--- src/rtl/adder_pkg.sv ---
// Shared defaults and helpers for the wide-adder result path.
//   ADDER_IN_WIDTH : adder sum width
//   SER_OUT_WIDTH  : serializer output beat width
//   SER_DEPTH      : number of results the serializer can buffer
//   ser_beats()    : beats per result for a given sum/beat width
package adder_pkg;

    localparam int unsigned ADDER_IN_WIDTH = 1024;
    localparam int unsigned SER_OUT_WIDTH  = 128;
    localparam int unsigned SER_DEPTH      = 2;

    // Serializer is idle when nothing is buffered, otherwise streaming the head.
    typedef enum logic {
        SER_EMPTY = 1'b0,
        SER_SEND  = 1'b1
    } ser_state_t;

    function automatic int unsigned ser_beats(input int unsigned in_w, input int unsigned out_w);
        return in_w / out_w;
    endfunction

endpackage

--- src/rtl/adder_result_serializer_if.sv ---
// Beat stream from the result serializer to its consumer.
//   m_valid : beat valid            m_ready : consumer accepts the beat
//   m_data  : beat payload          m_last  : final beat of a result
//   m_cout  : carry-out of the result being streamed
interface adder_result_serializer_if #(
    parameter int unsigned OUT_WIDTH = adder_pkg::SER_OUT_WIDTH
);
    logic                 m_valid;
    logic                 m_ready;
    logic [OUT_WIDTH-1:0] m_data;
    logic                 m_last;
    logic                 m_cout;

    modport master (output m_valid, output m_data, output m_last, output m_cout, input m_ready);
    modport slave  (input m_valid, input m_data, input m_last, input m_cout, output m_ready);
endinterface

--- src/rtl/adder_result_serializer_result_fifo.sv ---
// Circular buffer of DEPTH entries with concurrent push/pop.
//   clk, resetn : clock, synchronous active-low reset (storage not reset)
//   push, wdata : store wdata at the write pointer (caller guarantees room)
//   pop         : release the head entry
//   rdata       : head entry
//   count       : number of stored entries
module result_fifo #(
    parameter int unsigned WIDTH = 1025,
    parameter int unsigned DEPTH = 2
) (
    input  logic                       clk,
    input  logic                       resetn,
    input  logic                       push,
    input  logic [WIDTH-1:0]           wdata,
    input  logic                       pop,
    output logic [WIDTH-1:0]           rdata,
    output logic [$clog2(DEPTH+1)-1:0] count
);
    localparam int unsigned PW = (DEPTH > 1) ? $clog2(DEPTH) : 1;

    logic [WIDTH-1:0] mem [DEPTH];
    logic [PW-1:0]    wp;
    logic [PW-1:0]    rp;

    function automatic logic [PW-1:0] bump(input logic [PW-1:0] p);
        return (p == PW'(DEPTH - 1)) ? '0 : p + 1'b1;
    endfunction

    always_ff @(posedge clk) begin
        if (!resetn) begin
            wp    <= '0;
            rp    <= '0;
            count <= '0;
        end else begin
            if (push) wp <= bump(wp);
            if (pop)  rp <= bump(rp);
            case ({push, pop})
                2'b10:   count <= count + 1'b1;
                2'b01:   count <= count - 1'b1;
                default: count <= count;
            endcase
        end
    end

    always_ff @(posedge clk) begin
        if (push) mem[wp] <= wdata;
    end

    assign rdata = mem[rp];

endmodule

--- src/rtl/adder_result_serializer.sv ---
// Captures {Cout, S} from the non-stalling adder pipeline, buffers up to DEPTH
// results and streams each as IN_WIDTH/OUT_WIDTH beats, least-significant first.
//   clk, resetn      : clock, synchronous active-low reset
//   out_valid, S, Cout : adder result, sampled when out_valid is high
//   m                : beat stream (master side)
//   space_avail      : fewer than DEPTH results stored
//   occupancy        : number of stored results
//   overflow         : sticky, a result arrived with no room and was dropped
module adder_result_serializer
    import adder_pkg::*;
#(
    parameter int unsigned IN_WIDTH  = ADDER_IN_WIDTH,
    parameter int unsigned OUT_WIDTH = SER_OUT_WIDTH,
    parameter int unsigned DEPTH     = SER_DEPTH
) (
    input  logic                       clk,
    input  logic                       resetn,
    input  logic                       out_valid,
    input  logic [IN_WIDTH-1:0]        S,
    input  logic                       Cout,
    adder_result_serializer_if.master  m,
    output logic                       space_avail,
    output logic [$clog2(DEPTH+1)-1:0] occupancy,
    output logic                       overflow
);
    localparam int unsigned BEATS = ser_beats(IN_WIDTH, OUT_WIDTH);
    localparam int unsigned BC_W  = (BEATS > 1) ? $clog2(BEATS) : 1;
    localparam int unsigned OCC_W = $clog2(DEPTH + 1);

    if ((IN_WIDTH % OUT_WIDTH) != 0 || DEPTH < 1) begin : g_param_check
        $fatal(1, "adder_result_serializer: IN_WIDTH must be a multiple of OUT_WIDTH and DEPTH >= 1");
    end

    logic [IN_WIDTH:0]                 head;
    logic [BEATS-1:0][OUT_WIDTH-1:0]   head_beats;
    logic [OCC_W-1:0]                  count;
    logic [BC_W-1:0]                   bc;
    ser_state_t                        state;
    logic                              last;
    logic                              hs;
    logic                              pop;
    logic                              full;
    logic                              wr;

    result_fifo #(
        .WIDTH (IN_WIDTH + 1),
        .DEPTH (DEPTH)
    ) u_fifo (
        .clk    (clk),
        .resetn (resetn),
        .push   (wr),
        .wdata  ({Cout, S}),
        .pop    (pop),
        .rdata  (head),
        .count  (count)
    );

    assign head_beats = head[IN_WIDTH-1:0];

    always_comb begin
        state = (count == '0) ? SER_EMPTY : SER_SEND;
        last  = (bc == BC_W'(BEATS - 1));
        full  = (count == OCC_W'(DEPTH));
        hs    = (state == SER_SEND) && m.m_ready;
        pop   = hs && last;
        // A full buffer still accepts when its head leaves on this same edge.
        wr    = resetn && out_valid && (!full || pop);
    end

    always_comb begin
        m.m_valid = 1'b0;
        m.m_data  = '0;
        m.m_last  = 1'b0;
        m.m_cout  = 1'b0;
        if (state == SER_SEND) begin
            m.m_valid = 1'b1;
            m.m_data  = head_beats[bc];
            m.m_last  = last;
            m.m_cout  = head[IN_WIDTH];
        end
    end

    always_ff @(posedge clk) begin
        if (!resetn) begin
            bc       <= '0;
            overflow <= 1'b0;
        end else begin
            if (hs) bc <= last ? '0 : bc + 1'b1;
            if (out_valid && !wr) overflow <= 1'b1;
        end
    end

    assign space_avail = (count < OCC_W'(DEPTH));
    assign occupancy   = count;

endmodule

--- src/flat_wrapper.sv ---
// flat-port wrapper written by rule: the top's interface ports become plain ports
module adder_result_serializer_flat import adder_pkg::*;
#(
    parameter int unsigned IN_WIDTH  = ADDER_IN_WIDTH,
    parameter int unsigned OUT_WIDTH = SER_OUT_WIDTH,
    parameter int unsigned DEPTH     = SER_DEPTH
)
  (clk, resetn, out_valid, S, Cout, space_avail, occupancy, overflow, m_m_valid, m_m_data, m_m_last, m_m_cout, m_m_ready);
  adder_result_serializer_if #(.OUT_WIDTH(OUT_WIDTH)) m_i ();
  input  logic clk;
  input  logic resetn;
  input  logic out_valid;
  input  logic [IN_WIDTH-1:0] S;
  input  logic Cout;
  output logic space_avail;
  output logic [$clog2(DEPTH+1)-1:0] occupancy;
  output logic overflow;
  output wire logic [$bits(m_i.m_valid)-1:0] m_m_valid;
  output wire logic [$bits(m_i.m_data)-1:0] m_m_data;
  output wire logic [$bits(m_i.m_last)-1:0] m_m_last;
  output wire logic [$bits(m_i.m_cout)-1:0] m_m_cout;
  input wire logic [$bits(m_i.m_ready)-1:0] m_m_ready;
  assign m_m_valid = m_i.m_valid;
  assign m_m_data = m_i.m_data;
  assign m_m_last = m_i.m_last;
  assign m_m_cout = m_i.m_cout;
  assign m_i.m_ready = m_m_ready;
  adder_result_serializer #(.IN_WIDTH(IN_WIDTH), .OUT_WIDTH(OUT_WIDTH), .DEPTH(DEPTH)) u_core (.clk(clk), .resetn(resetn), .out_valid(out_valid), .S(S), .Cout(Cout), .m(m_i), .space_avail(space_avail), .occupancy(occupancy), .overflow(overflow));
endmodule
--- config.mk ---
export PLATFORM = sky130hd
export DESIGN_NAME = adder_result_serializer_flat
export DESIGN_NICKNAME = d
export VERILOG_FILES = /design/src/rtl/adder_pkg.sv /design/src/rtl/adder_result_serializer_if.sv /design/src/rtl/adder_result_serializer_result_fifo.sv /design/src/rtl/adder_result_serializer.sv /design/src/flat_wrapper.sv
export SDC_FILE = /design/constraint.sdc
export NUM_CORES = 2
export LEC_CHECK = 0
export ABC_AREA = 1
export BUFFER_PORTS_ARGS = -buffer_cell sky130_fd_sc_hd__buf_2
export CAP_MARGIN = 20
export CORE_AREA = 2 2 455 457
export CTS_BUF_LIST = sky130_fd_sc_hd__clkbuf_16
export CTS_CLUSTER_DIAMETER = 50
export CTS_CLUSTER_SIZE = 30
export DETAILED_ROUTE_END_ITERATION = 7
export DIE_AREA = 0 0 457 459
export SETUP_SLACK_MARGIN = 0.02
export SKIP_CTS_REPAIR_TIMING = 1
export SYNTH_ARGS = -nofsm -noshare
export SYNTH_HDL_FRONTEND = slang
export SYNTH_SLANG_ARGS = --single-unit
--- constraint.sdc ---
create_clock -name clk -period 54.5 [get_ports clk]
set_clock_uncertainty 0.15 [all_clocks]
set_input_delay 10.9 -clock clk [delete_from_list [all_inputs] [get_ports clk]]
set_output_delay 10.9 -clock clk [all_outputs]
set_load 0.02 [all_outputs]
---- Yosys cells after proc, flatten, opt, wreduce, memory -nomap -nowiden ----
Memory sizes are Yosys's and may differ from the RTL's. A register that Yosys moved wholly into a read port is not among the register bits.
Index checks and enable logic that the tools add are counted.
Widths: inputs -> output; s select.
word-level totals
  register bits ........................... 8
  RAM bits ................................ 2050
  word-level logic and storage cells ...... 41
  memories ................................ 1
cells by class
  $add $sub $neg .......................... 5
  order comparisons ....................... 2
  equal/unequal tests ..................... 4
  mux-type cells .......................... 14
  reduce and logical (&&, ||, !) cells .... 10
memory list
  memory             words  width  rd ports  clocked after Yosys merged registers in  wr ports  line                                       RTL
  u_core.u_fifo.mem  2      1025   1         1                                        1         adder_result_serializer_result_fifo.sv:21  logic [WIDTH-1:0] mem [DEPTH];
operator list
  kind                 number
  $bmux 128 s3         1
  $mux 128             2
  $mux 1               9
  $logic_and 1x1->1    5
  $eq 2x2->1 const B   2
  $lt 3x4->1 const B   1
  $pmux 2 s2           1
  $add 3x1->3 const B  1
  $eq 3x3->1 const B   1
  $mux 3               1
  $add 1x1->1 const B  2
  $add 2x1->2 const B  1
  $eq 2x1->1 const B   1
  $logic_not 1->1      2
  $logic_not 2->1      1
  $lt 2x2->1 const B   1
  $reduce_bool 2->1    1
  $sub 2x1->2 const B  1
  $logic_or 1x1->1     1

---- Depth between registers and ports, before layout ----
  depth in word-level cells ............... 8
  gate-level depth with buffers ........... 10

---- By module ----
Synthesis repeated with hierarchy kept, for this count alone.
unflattened totals
  cells, all modules ...................... 6670
  area total of the unflattened synthesis .. 89226.8 um^2
modules (own cells, without submodules)
  module                   instances  cells an instance  area each (um^2)  sequential area each (um^2)
  result_fifo              1          3221               75112.0           61659.1
  adder_result_serializer  1          3449               14114.8           80.1

---- Worst setup path before layout ----
OpenSTA, ideal clock, no wires.
  path kind ............................... input -> register
  start ................................... input m_m_ready
  end ..................................... memory u_core.u_fifo.mem[1][0], enable pin
  arrival ................................. 53.765 ns
  data required time ...................... 51.907 ns
  setup slack ............................. -1.857 ns
  cell stages on the path ................. 6
  buffers on the path ..................... 0
  path through ............................ inv_1 -> nor2_1 -> nand2_1 -> nand3_1 -> nand2_1 -> nor2_1
on the way
  longest elaborated chain between the ends .. 6
ends and longest elaborated chain
  element                       line                                       RTL
  start, declared               flat_wrapper.sv:22                         input wire logic [$bits(m_i.m_ready)-1:0] m_m_ready;
  $logic_and 1x1->1             adder_result_serializer.sv:64              hs = (state == SER_SEND) && m.m_ready;
  $logic_and 1x1->1             adder_result_serializer.sv:65              pop = hs && last;
  $logic_or 1x1->1              adder_result_serializer.sv:67              wr = resetn && out_valid && (!full || pop);
  $logic_and 1x1->1             adder_result_serializer.sv:67
  $mux 1                        adder_result_serializer_result_fifo.sv:46  if (push) mem[wp] <= wdata;
  $mux 1 (not written as such)  adder_result_serializer_result_fifo.sv:46
  end, declared                 adder_result_serializer_result_fifo.sv:21
Every way passes these cells.

---- Worst setup path in the final report ----
  start ................................... input m_m_ready
  end ..................................... memory u_core.u_fifo.mem[0][567], enable pin
The elaborated chain is that of the path after synthesis.

==> summary.md <==
| Metric | Value |
|---|---|
| Number of design rule violations left after detail routing | 0 |
| Launch instance of the worst register-to-register path | u_core.u_fifo.count[1] |
| Total length of routed wires | 268000 um |
| Initial antenna violation count | between 200 and 300 |
| Crit path arrival time | 17.35 ns |
| Wire length of the first global-routing pass | between 300000 and 400000 um |
| Net total in the final layout | 10090 |
| GRT Total Usage | 24.61% |
| Global placement routability congestion | 0.8523 |
| Latest clock arrival within the worst-skew pair | between 0.8 and 0.9 ns |
| Max-capacitance violation count | 0 |
| Most repeated library cell on the critical path | sky130_fd_sc_hd__buf_4 |
| Cells along the critical path | buf_2 -> inv_1 -> nor2_1 -> nand2_1 -> nand3_1 -> nand2_1 -> nor2_4 -> buf_12 -> buf_4 -> buf_4 -> buf_4 -> buf_4 -> buf_4 |
| Master of the slowest instance on the critical path | sky130_fd_sc_hd__buf_4 |
| Width of the die | ~460 um |
| Minimum clock period | 17.03 ns |
| Number of port buffers | roughly 1200 |
| Clock transition at the register clock pins on the worst setup and hold paths after CTS | 0.06 ns |
| Type of destination of the critical path | flop |
| Maximum fanout count along the critical path | 178 |
| HPWL reported at the end of detailed placement | 169000 um |
| Count of yosys warnings during synthesis | 0 |
| First element of the critical path | m_m_ready |
| Top achievable clock speed | 58.73 MHz |
| Synth top area cells | sky130_fd_sc_hd__edfxtp_1, sky130_fd_sc_hd__nand2_1, sky130_fd_sc_hd__nand3_1 |
| Share of Yosys cell area claimed by the top area cell type | 71.25% |
| Total gr overflow | 0 |
| CTS tree | done |
| Clock root cell | sky130_fd_sc_hd__clkbuf_16 |
| Fraction of layout cells with a size suffix above 1 | 17.27% |
| Per-cell routed wire length | 22.20 um |
| Maximum vdd drop | 0.03034 mV |
| Met2 Routed Length | about 130000 um |
| Sequential element share of the synthesized area | around 71% |
| Length of routed met3 wiring | 25400 um |
| Post-place instance area | 94440 um^2 |
| Final std cell area, no fill | approximately 100000 um^2 |
| Vias | 61490 |
| Relative slew slack | between 10% and 20% |
| Number of global-route vias before repair | 57720 |
| Initial drt markers | 6407 |
| Status | finished clean |
| Sum of negative setup slack | 0 ns |
| CORE AREA | approximately 210000 um^2 |
| P per Cell Area | 35.19 nW/um^2 |
| Maximum number of pins on one net before global-route repair | 192 |
| Count of cell types in the netlist | 20 |
| Total die area | 209800 um^2 |
| Hold Worst Slack | 0.3606 ns |
| Mean instance size in the synthesized netlist | about 11 um^2 |
| Highest Signal Layer | met5 |
| Fin. max-slew vios | 0 |
| Vertical die dimension | 459 um |
| Setup repair after global routing missed its margin | no |
| Number of endpoints with negative hold slack in the final report | 0 |
| Stage delay of the slowest cell on the critical path | 0.93 ns |
| Critical path class | primary input to flop |
| Utilization after layout | 49.49% |
| H-tree Lvls | 4 |
| Overall power after layout | 3.580 mW |
| Yosys reg bits | about 2100 |
| Post-DRT Antenna Nets | 0 |
| Post-Route M1 WL | 104300 um |
| Setup violation total in the final timing report | 0 |
| Count of mapped cells out of synthesis | a little over 8000 |
| Ports placed on the boundary | 1164 |
| Netlist Area Pre-Place | 86390 um^2 |
| Synthesized net count | 9088 |
| Rows | 167 |
| Cell type with the largest total area after synthesis | sky130_fd_sc_hd__edfxtp_1 |
| Critical path startpoint category | primary input |
| Clk sinks | between 2000 and 2500 |
| Hold Crit Start | u_core.u_fifo.rp |
| Number of buffers inserted during clock tree synthesis | just under 200 |
| Measured slew at the worst slew-check pin | 1.249 ns |
| Effective utilization at floorplan | a little over two fifths |
| Class of the worst hold path | flop to flop |
| Required time reported for the critical path endpoint | about 55 ns |
| Static Leakage | 43.27 nW |
| Number of search-and-repair iterations in the first detailed-routing pass | 6 |
| Relative area change from synthesis to final layout | 17.78% |
| Clock buffer depth | 3 |
| Post-detailed-route via-to-cell ratio | 5.093 |
| Crit path buffers/inverters | 8 |
| CP delay by family, top | buffers and inverters |
| Final critical-path share of the clock period | 31.24% |
## per-stage QoR
step,worst slack [ns],std cells
2_1_floorplan,15.58,8057
3_3_place_gp,36.55,11560
3_5_place_dp,36.58,11560
4_1_cts,37.53,11930
5_1_grt,37.12,12020
6_report,37.47,12070
## layout by cell type (no fill, tap or decap), types with 5 or more instances in the layout
cell | Yosys | final
sky130_fd_sc_hd__buf_12 | 0 | 16
sky130_fd_sc_hd__diode_2 | 0 | 140
sky130_fd_sc_hd__dfxtp_1 | 9 | 5
sky130_fd_sc_hd__bufinv_16 | 0 | 18
sky130_fd_sc_hd__clkinvlp_4 | 0 | 23
sky130_fd_sc_hd__nand2_1 | 3084 | 3084
sky130_fd_sc_hd__a21oi_1 | 133 | 133
sky130_fd_sc_hd__clkinv_1 | 1 | 16
sky130_fd_sc_hd__clkinv_8 | 0 | 12
sky130_fd_sc_hd__clkinv_2 | 0 | 16
sky130_fd_sc_hd__clkinv_4 | 0 | 19
sky130_fd_sc_hd__inv_6 | 0 | 35
sky130_fd_sc_hd__inv_8 | 0 | 18
sky130_fd_sc_hd__nand3_1 | 1283 | 1283
sky130_fd_sc_hd__clkbuf_16 | 0 | 199
sky130_fd_sc_hd__clkinv_16 | 0 | 5
sky130_fd_sc_hd__nor2_1 | 11 | 8
sky130_fd_sc_hd__buf_4 | 5 | 57
sky130_fd_sc_hd__edfxtp_1 | 2050 | 2050
sky130_fd_sc_hd__inv_1 | 1035 | 1045
sky130_fd_sc_hd__buf_2 | 231 | 1163
## layer usage
layer,global-route usage (%),vias up
met5,0,-
met4,12.31,166
met3,7.426,701
met2,38.41,2591
met1,31.19,29360
li1,-,28670
## worst register-to-register path: stages (launching register included)
cell and delay (ns):
sky130_fd_sc_hd__dfxtp_1 0.55, sky130_fd_sc_hd__nor2_4 0.10, sky130_fd_sc_hd__buf_4 0.41, sky130_fd_sc_hd__buf_4 0.55, sky130_fd_sc_hd__nor2_1 0.31, sky130_fd_sc_hd__nand2_1 0.16, sky130_fd_sc_hd__nand3_1 0.12, sky130_fd_sc_hd__nand2_1 0.15
sky130_fd_sc_hd__nor2_4 0.48, sky130_fd_sc_hd__buf_12 0.79, sky130_fd_sc_hd__buf_4 0.96, sky130_fd_sc_hd__buf_4 0.88, sky130_fd_sc_hd__buf_4 0.95, sky130_fd_sc_hd__buf_4 0.80, sky130_fd_sc_hd__buf_4 0.74
## sequential cells by signal, indices dropped and copies added (netlist names), named ones only
| signal | cells |
|---|---|
| u_core.u_fifo.mem | 2050 |
| u_core.overflow | 1 |
| u_core.u_fifo.wp | 1 |
| u_core.bc | 3 |
| u_core.u_fifo.count | 2 |
| u_core.u_fifo.rp | 1 |
## worst paths after layout
| path | end | depth (start not counted) | slack [ns] |
|---|---|---|---|
| worst max-delay path | u_core.u_fifo.mem[0][567] | 13 | 37.47 |
| worst min-delay path | u_core.u_fifo.rp | 2 | 0.36 |
| worst max register to register | u_core.u_fifo.mem[0][567] | 14 | 46.00 |
| worst min register to register | u_core.u_fifo.rp | 2 | 0.36 |
## logic make-up (layout without fill, tap and decap cells)
family                   after synthesis  count (layout)  share of synthesized area, %
AO/OA/AOI/OAI                        139             139                        0.8168
buffers and inverters               1477            2648                         6.791
other                                  0             140                             0
flip-flops                          2059            2059                         71.46
XOR/XNOR                               2               2                       0.02028
adder cells (fa/ha/maj)                2               2                       0.02896
AND/OR/NAND/NOR                     4378            4378                         20.88
## power by group
part           switching [mW]  internal [mW]  leakage (nW)  total [mW]
Clock                   0.673          0.782          3.37        1.46
Sequential             0.0165           1.81          18.9        1.82
Combinational           0.212         0.0880          21.0       0.300
## Yosys cell counts
library cell               count
sky130_fd_sc_hd__nand2_1    3084
sky130_fd_sc_hd__edfxtp_1   2050
sky130_fd_sc_hd__nand3_1    1283
sky130_fd_sc_hd__inv_1      1035
sky130_fd_sc_hd__buf_2       231
sky130_fd_sc_hd__clkbuf_1    158
sky130_fd_sc_hd__a21oi_1     133
sky130_fd_sc_hd__buf_1        43
sky130_fd_sc_hd__nor2_1       11
sky130_fd_sc_hd__dfxtp_1       9
sky130_fd_sc_hd__buf_4         5
sky130_fd_sc_hd__a211oi_1      2
sky130_fd_sc_hd__buf_6         2
sky130_fd_sc_hd__ha_1          2
sky130_fd_sc_hd__inv_2         2
sky130_fd_sc_hd__o21ai_0       2
sky130_fd_sc_hd__xor2_1        2
sky130_fd_sc_hd__clkinv_1      1
sky130_fd_sc_hd__o211ai_1      1
sky130_fd_sc_hd__o21bai_1      1
## cell type report
cell class,count,area (um^2)
Timing Repair Buffer,1236,6569
Fill cell,18480,103900
Clock inverter,175,1986
Tap cell,2704,3383
Sequential cell,2059,61750
Inverter,1038,3924
Antenna cell,140,350.3
Multi-Input combinational cell,4521,18810
Clock buffer,199,4980
Note: power is estimated with default switching activity, not from simulation.
